`config.mk`:
```
export PLATFORM = sky130hd
export DESIGN_NAME = uncached_write_buffer_flat
export DESIGN_NICKNAME = d
export VERILOG_FILES = /design/src/rtl/uncached_write_buffer_if.sv /design/src/rtl/uncached_write_buffer.sv /design/src/flat_wrapper.sv
export SDC_FILE = /design/constraint.sdc
export NUM_CORES = 1
export LEC_CHECK = 0
export CAP_MARGIN = 20
export CORE_UTILIZATION = 45
export CTS_BUF_LIST = sky130_fd_sc_hd__clkbuf_4 sky130_fd_sc_hd__clkbuf_8 sky130_fd_sc_hd__clkbuf_16
export CTS_CLUSTER_SIZE = 30
export DETAILED_ROUTE_END_ITERATION = 16
export HOLD_SLACK_MARGIN = 0.1
export PLACE_DENSITY = 0.84
export SLEW_MARGIN = 40
export SYNTH_ARGS = -nofsm -noshare
export SYNTH_HDL_FRONTEND = slang
export SYNTH_SLANG_ARGS = --single-unit
```
`constraint.sdc`:
```
create_clock -name clk -period 3.4 [get_ports clk]
set_input_delay 0.68 -clock clk [delete_from_list [all_inputs] [get_ports clk]]
set_output_delay 0.68 -clock clk [all_outputs]
set_load 0.03 [all_outputs]
```
`src/rtl/uncached_write_buffer_if.sv`:
```
// Bus types and the core/arbiter signal bundle shared by the uncached write buffer and its neighbours.
// Field widths: 32-bit address and data, 4-bit byte strobe, 3-bit size, 4-bit burst length.
package uncached_write_buffer_pkg;
    typedef logic [31:0] addr_t;
    typedef logic [31:0] word_t;
    typedef logic [3:0]  strobe_t;
    typedef logic [2:0]  msize_t;
    typedef logic [3:0]  mlen_t;

    // A single-beat transfer is encoded as burst length zero.
    localparam mlen_t MLEN1 = 4'd0;

    typedef struct packed {
        logic    valid;
        addr_t   addr;
        msize_t  size;
        strobe_t strobe;
        word_t   data;
    } dbus_req_t;

    typedef struct packed {
        logic  addr_ok;
        logic  data_ok;
        word_t data;
    } dbus_resp_t;

    typedef struct packed {
        logic    valid;
        logic    is_write;
        msize_t  size;
        addr_t   addr;
        strobe_t strobe;
        word_t   data;
        mlen_t   len;
    } cbus_req_t;

    typedef struct packed {
        logic  ready;
        logic  last;
        word_t data;
    } cbus_resp_t;
endpackage

interface uncached_write_buffer_if;
    import uncached_write_buffer_pkg::*;

    dbus_req_t  dreq;
    dbus_resp_t dresp;
    cbus_req_t  dcreq;
    cbus_resp_t dcresp;

    // The master side is the core plus the arbiter; the slave side is the buffer.
    modport master (output dreq, input dresp, input dcreq, output dcresp);
    modport slave  (input dreq, output dresp, output dcreq, input dcresp);
endinterface

```
`src/rtl/uncached_write_buffer.sv`:
```
// Posted uncached write buffer: writes complete to the core at once and drain to the arbiter in order;
// reads wait until every older write has drained so they can never overtake one.
module uncached_write_buffer
    import uncached_write_buffer_pkg::*;
#(
    parameter int DEPTH = 4
) (
    input  logic                  clk,
    input  logic                  reset,
    uncached_write_buffer_if.slave bus
);

    localparam int PW = $clog2(DEPTH);
    localparam int CW = PW + 1;

    localparam logic [1:0] IDLE  = 2'd0;
    localparam logic [1:0] DRAIN = 2'd1;
    localparam logic [1:0] READ  = 2'd2;

    typedef struct packed {
        addr_t   addr;
        msize_t  size;
        strobe_t strobe;
        word_t   data;
    } entry_t;

    entry_t        fifo [DEPTH];
    logic [PW-1:0] head;
    logic [PW-1:0] tail;
    logic [CW-1:0] count;
    logic [CW-1:0] count_next;
    logic [1:0]    state;
    logic [1:0]    state_next;
    addr_t         read_addr;
    msize_t        read_size;

    logic is_write_req;
    logic is_read_req;
    logic full;
    logic push;
    logic pop;
    logic read_accept;
    logic read_done;

    // Full blocks a write even when a pop lands in the same cycle, keeping the accept path off dcresp.
    always_comb begin
        is_write_req = bus.dreq.valid && (bus.dreq.strobe != '0);
        is_read_req  = bus.dreq.valid && (bus.dreq.strobe == '0);
        full         = (count == CW'(DEPTH));
        push         = !reset && is_write_req && !full && (state != READ);
        pop          = !reset && (state == DRAIN) && bus.dcresp.ready && bus.dcresp.last;
        read_accept  = !reset && (state == IDLE) && (count == '0) && is_read_req;
        read_done    = !reset && (state == READ) && bus.dcresp.ready && bus.dcresp.last;

        count_next = count;
        case ({push, pop})
            2'b10:   count_next = count + CW'(1);
            2'b01:   count_next = count - CW'(1);
            default: count_next = count;
        endcase
    end

    // Leaving IDLE looks at the post-push count so a lone write reaches the arbiter one cycle after acceptance.
    always_comb begin
        state_next = state;
        case (state)
            IDLE: begin
                if (count_next != '0) begin
                    state_next = DRAIN;
                end else if (read_accept) begin
                    state_next = READ;
                end
            end
            DRAIN: begin
                if (pop && (count_next == '0)) begin
                    state_next = IDLE;
                end
            end
            READ: begin
                if (read_done) begin
                    state_next = IDLE;
                end
            end
            default: state_next = IDLE;
        endcase
    end

    always_ff @(posedge clk) begin
        if (reset) begin
            state     <= IDLE;
            count     <= '0;
            head      <= '0;
            tail      <= '0;
            read_addr <= '0;
            read_size <= '0;
        end else begin
            state <= state_next;
            count <= count_next;
            if (push) begin
                tail <= tail + PW'(1);
            end
            if (pop) begin
                head <= head + PW'(1);
            end
            if (read_accept) begin
                read_addr <= bus.dreq.addr;
                read_size <= bus.dreq.size;
            end
        end
    end

    // Storage needs no reset: an entry is only read after its push, and push is suppressed during reset.
    always_ff @(posedge clk) begin
        if (push) begin
            fifo[tail] <= '{addr:   bus.dreq.addr,
                            size:   bus.dreq.size,
                            strobe: bus.dreq.strobe,
                            data:   bus.dreq.data};
        end
    end

    always_comb begin
        bus.dresp         = '0;
        bus.dresp.addr_ok = push || read_accept;
        bus.dresp.data_ok = push || read_done;
        bus.dresp.data    = read_done ? bus.dcresp.data : '0;

        bus.dcreq = '0;
        if (!reset) begin
            case (state)
                DRAIN: begin
                    bus.dcreq.valid    = 1'b1;
                    bus.dcreq.is_write = 1'b1;
                    bus.dcreq.size     = fifo[head].size;
                    bus.dcreq.addr     = fifo[head].addr;
                    bus.dcreq.strobe   = fifo[head].strobe;
                    bus.dcreq.data     = fifo[head].data;
                    bus.dcreq.len      = MLEN1;
                end
                READ: begin
                    bus.dcreq.valid    = 1'b1;
                    bus.dcreq.is_write = 1'b0;
                    bus.dcreq.size     = read_size;
                    bus.dcreq.addr     = read_addr;
                    bus.dcreq.strobe   = '0;
                    bus.dcreq.len      = MLEN1;
                end
                default: bus.dcreq = '0;
            endcase
        end
    end

endmodule
```
`src/flat_wrapper.sv`:
```
// flat-port wrapper written by rule: the top's interface ports become plain ports
module uncached_write_buffer_flat import uncached_write_buffer_pkg::*;
#(
    parameter int DEPTH = 4
)
  (clk, reset, bus_dreq, bus_dresp, bus_dcreq, bus_dcresp);
  uncached_write_buffer_if bus_i ();
  input  logic clk;
  input  logic reset;
  input wire logic [$bits(bus_i.dreq)-1:0] bus_dreq;
  output wire logic [$bits(bus_i.dresp)-1:0] bus_dresp;
  output wire logic [$bits(bus_i.dcreq)-1:0] bus_dcreq;
  input wire logic [$bits(bus_i.dcresp)-1:0] bus_dcresp;
  assign bus_i.dreq = bus_dreq;
  assign bus_dresp = bus_i.dresp;
  assign bus_dcreq = bus_i.dcreq;
  assign bus_i.dcresp = bus_dcresp;
  uncached_write_buffer #(.DEPTH(DEPTH)) u_core (.clk(clk), .reset(reset), .bus(bus_i));
endmodule
```
* Yosys cells after proc, flatten, opt, wreduce, memory -nomap -nowiden
Memories as Yosys holds them, arrays and structs flattened. A register that Yosys moved wholly into a read port is not among the register bits.
Index checks and enable logic that the tools add are counted.
** Operators by class
- Equal/unequal tests :: 9
- Muxes and demuxes :: 14
- Add/sub/neg operators :: 4
- Reductions and logical operators :: 26
** Operator list (number)
- $pmux W41 S2 :: 1
- $mux W77 :: 1
- $mux W32 :: 2
- $logic_and A1 B1 Y1 :: 15
- $mux W2 :: 6
- $logic_not A3 Y1 :: 2
- $pmux W2 S3 :: 1
- $pmux W3 S2 :: 1
- $add A2 B1 Y2 const B :: 2
- $eq A2 B1 Y1 const B :: 2
- $eq A2 B2 Y1 const B :: 2
- $logic_not A4 Y1 :: 1
- $ne A2 B2 Y1 const B :: 2
- $reduce_bool A4 Y1 :: 1
- $add A3 B1 Y3 const B :: 1
- $eq A3 B3 Y1 const B :: 1
- $ne A3 B2 Y1 const B :: 1
- $reduce_and A3 Y1 :: 1
- $reduce_bool A3 Y1 :: 1
- $sub A3 B1 Y3 const B :: 1
- $logic_not A1 Y1 :: 2
- $logic_not A2 Y1 :: 1
- $logic_or A1 B1 Y1 :: 2
- $mux W1 :: 2
- $ne A2 B1 Y1 const B :: 1
** Storage, ports and cells
- Word-level logic and storage cells :: 60
- Memory bits (writable) :: 284
- Output and inout bits :: 111
- Flip-flop bits (word level) :: 44
- Memories kept :: 1
** Memories
- u_core.fifo :: depth 4, bits a word 71, rd ports 1, clocked after memory_dff 1, wr ports 1, RTL line uncached_write_buffer.sv:27 : entry_t fifo [DEPTH];

* Longest topological paths before layout
- Word-level depth :: 11
- Depth in mapped cells :: 12
- Gate-level depth less buffers :: 11

* Worst setup path after synthesis
No wires, ideal clock.
- Path kind :: input-to-reg
- From :: input reset
- To :: memory u_core.fifo[1][0] (netlist bit), enable pin
- Arrival :: 2989 ps
- Data required time :: 2963 ps
- Setup slack :: -26 ps
- Buffers on the path :: 0
- Stages on the path :: 4
- Cell sequence :: inv_1 -> nand2_1 -> a2111oi_4 -> and2_1
** On the way
- Cells in the longest elaborated chain, start to end :: 6
** Ends and longest elaborated chain
- start, declared :: RTL line flat_wrapper.sv:9 : input logic reset;
- $logic_not A1 Y1 :: RTL line uncached_write_buffer.sv:50 : push = !reset && is_write_req && !full && (state != READ);
- $logic_and A1 B1 Y1 (3 in series) :: RTL line uncached_write_buffer.sv:50
- $mux W1 :: RTL line uncached_write_buffer.sv:114 : if (push) begin
- $mux W1 (not written as such) :: RTL line uncached_write_buffer.sv:115 : fifo[tail] <= '{addr: bus.dreq.addr,
- end, declared :: RTL line uncached_write_buffer.sv:27
Every way passes these cells.

==> impl_metrics.json <==
{
  "outcome": "finished, final reports clean",
  "synthCells": 735,
  "crit_arrival_ns": 2.46,
  "numCtsBuffers": 34,
  "ant_nets": 0,
  "overflow": 0,
  "cts_setup_buffers": 0,
  "track_usage": 0.195,
  "syn_to_final_growth_pct": 29.6,
  "timing.final.crit_share": 0.922,
  "clock-root-buffer": "clkbuf_16",
  "required_ns": 2.72,
  "hold-path-cell-count": 2,
  "powerDensity_nw_per_um2": 559,
  "grt_pass1_vias": 7931,
  "combinationalPowerShare": 0.107,
  "setup_ws_ns": 0.264,
  "synth_common_cells": "edfxtp_1 (284), mux4_2 (71), and3_1 (69), nand2_1 (63), dfxtp_1 (46)",
  "core-area_um2": 28900,
  "cts_tree": "done",
  "switching_power_mw": 2.11,
  "ys_warn_count": 0,
  "yosys.area.top_type": "edfxtp_1",
  "clk_latency_ns": 0.50,
  "clock.fmax_ghz": 0.319,
  "slew_viol_final": 0,
  "r2r_cells": 12,
  "io_pins": 219,
  "syn_area_per_cell_um2": 18.0,
  "ys_async_sr_fraction": 0,
  "cts.clk_slew.worst_paths_ns": 0.06,
  "worstHoldPathType": "reg2reg",
  "setup_viol": 0,
  "drv_cap": 0,
  "worstSetupPathType": "reg2out",
  "period_needed_ns": 3.14,
  "synth-seq-cells": 330,
  "r2r-start": "u_core.state[0]",
  "cpLargestDelayFamily": "flip-flops",
  "drive_gt1_frac": 0.340,
  "design_area_um2": 17200,
  "remaining_drc_errors": 0,
  "post_dp_cell_area_um2": 15900,
  "relSlewSlack": 0.642,
  "holdWs_ns": 0.454,
  "clock_power_share": 0.421,
  "ys_types": 43,
  "first_pass_iters": 5,
  "initial_core_util": 0.459,
  "endpoint_kind": "output port",
  "syn_area_um2": 13200,
  "dpl.hpwl_mm": 17.9,
  "grt_max_degree": 41,
  "tightest_slew_ns": 0.536,
  "min_from": "u_core.read_addr[5]",
  "switching_share": 0.219,
  "grt_pass1_wl_mm": 44.9,
  "viasPerCell": 5.46,
  "crit_chain": "mux4_2, and3_1, clkdlybuf4s50_1",
  "routedWlPerCell_um": 21.4,
  "core.rowCount": 62,
  "ys.flop_type": "edfxtp_1",
  "fin_skew_ns": 0.0215,
  "synth_area_leaders": "edfxtp_1 (64%), mux4_2 (12%), dfxtp_1 (7.0%), and3_1 (3.3%), a22o_1 (2.3%)",
  "die_h_um": 174,
  "hold_viol": 0,
  "synth-seq-area-share": 0.713,
  "power.internal_mw": 7.50,
  "power_frac_seq": 0.472,
  "peakVddDrop_mv": 0.476,
  "port_buffers": 214,
  "cts_hold_buf": 0,
  "antenna_found_initial": 1,
  "finalPower_mw": 9.60,
  "clockBufferDepth": 3,
  "rsz0062_at_grt": "false",
  "htreeDepth": 2,
  "die_x_um": 174,
  "die-area_um2": 30100,
  "cts_resized": 0,
  "route.vias.total": 7549,
  "cpPeakStageDelay_ns": 0.60,
  "dp_slack_ns": -0.202,
  "netlist.area_leader.share": 0.644,
  "synth_most_common_cell": "edfxtp_1",
  "utilization": 0.595,
  "cts.sinks": 330,
  "synth-edff-count": 284,
  "wirelength_mm": 29.6,
  "p_leak_nw": 6.03,
  "cp.depth": 3,
  "startpoint_type": "register",
  "critPathMaxFanout": 18,
  "nNetsFinal": 1090,
  "place_congestion": 0.767,
  "crit_slowest_cell": "dfxtp_4",
  "crit_buf_inv": 1,
  "drt_iter0_drc": 569
}
[final timing paths]
path	endpoint	slack (ns)
worst min register to register	u_core.read_addr[5]	0.45
worst min-delay path	u_core.read_addr[5]	0.45
worst max register to register	u_core.state[1]	0.45
worst max-delay path	bus_dcreq[36]	0.26
[layer usage]
layer / vias up / global-route usage / wire [µm]
met5: - / 0 / 0
met4: 0 / 0.0535 / 570
met3: 45 / 0.0443 / 2090
met2: 317 / 0.343 / 15100
met1: 3813 / 0.242 / 11800
li1: 3374 / - / -
[cell type report]
class / count / area (µm²)
Antenna cell: 1 / 2.50
Clock buffer: 45 / 970
Clock inverter: 16 / 269
Fill cell: 2088 / 11700
Inverter: 9 / 33.8
Multi-Input combinational cell: 345 / 3480
Sequential cell: 330 / 9460
Tap cell: 384 / 480
Timing Repair Buffer: 253 / 2470
[power by group through the flow]
| stage | clock network, mW | logic (mW) | registers [mW] |
|---|---|---|---|
| final | 4.05 | 1.03 | 4.53 |
| after global routing | 4.26 | 1.10 | 4.53 |
| after CTS | 4.12 | 1.04 | 4.53 |
| after detailed placement | 0 | 1.04 | 4.62 |
| after global placement | 0 | 1.02 | 4.61 |
| after floorplan | 0 | 0.575 | 4.60 |
[stage by stage]
stage / instances / TNS, ns
floorplan: 738 / 0
global placement: 1321 / -0.119
detailed placement: 1321 / -0.395
CTS: 1382 / 0
global route: 1383 / 0
finish: 1383 / 0
[registers in the layout, indices dropped and copies added, names as in the netlist, named ones only]
register,count
u_core.head,2
u_core.state,2
u_core.fifo,284
u_core.count,3
u_core.read_addr,32
u_core.read_size,3
u_core.tail,2
[placed cells by master (no fill, tap or decap), drive strengths merged]
| cell | n |
|---|---|
| a21oi | 35 |
| clkbuf | 45 |
| and2 | 6 |
| dfxtp | 46 |
| and4bb | 1 |
| o22ai | 1 |
| nor4 | 1 |
| xor2 | 3 |
| a31oi | 1 |
| xnor2 | 3 |
| mux4 | 71 |
| o211ai | 2 |
| nor2b | 1 |
| o21a | 1 |
| nand3 | 1 |
| a221oi | 1 |
| nor3b | 1 |
| buf | 142 |
| a211oi | 1 |
| bufinv | 7 |
| clkinv | 5 |
| ha | 8 |
| nor2 | 11 |
| diode | 1 |
| edfxtp | 284 |
| inv | 10 |
| and2b | 1 |
| nor3 | 1 |
| clkinvlp | 3 |
| a2111oi | 2 |
| mux2i | 2 |
| nand2 | 80 |
| conb | 4 |
| fa | 1 |
| clkdlybuf4s50 | 111 |
| and3 | 69 |
| a22o | 35 |
| a31o | 1 |
[worst register-to-register path: stages, from the launching register on]
cell and delay [ns]:
dfxtp_1 0.37, inv_1 0.08, ha_1 0.25, a2111oi_4 0.31, inv_1 0.11, ha_1 0.23
fa_1 0.39, xor2_1 0.19, and2b_4 0.18, a211oi_4 0.28, buf_4 0.18, nand2_2 0.06
a221oi_2 0.25
[logic make-up after synthesis]
| family | synth area share |
|---|---|
| compound gates | 0.0551 |
| buf+inv | 0.0255 |
| simple gates | 0.0705 |
| xor+xnor | 0.00397 |
| other cells | 0.000283 |
| flops | 0.713 |
| fa+ha+maj | 0.00907 |
| mux | 0.122 |
No activity file was read; power rests on OpenSTA's default activity.
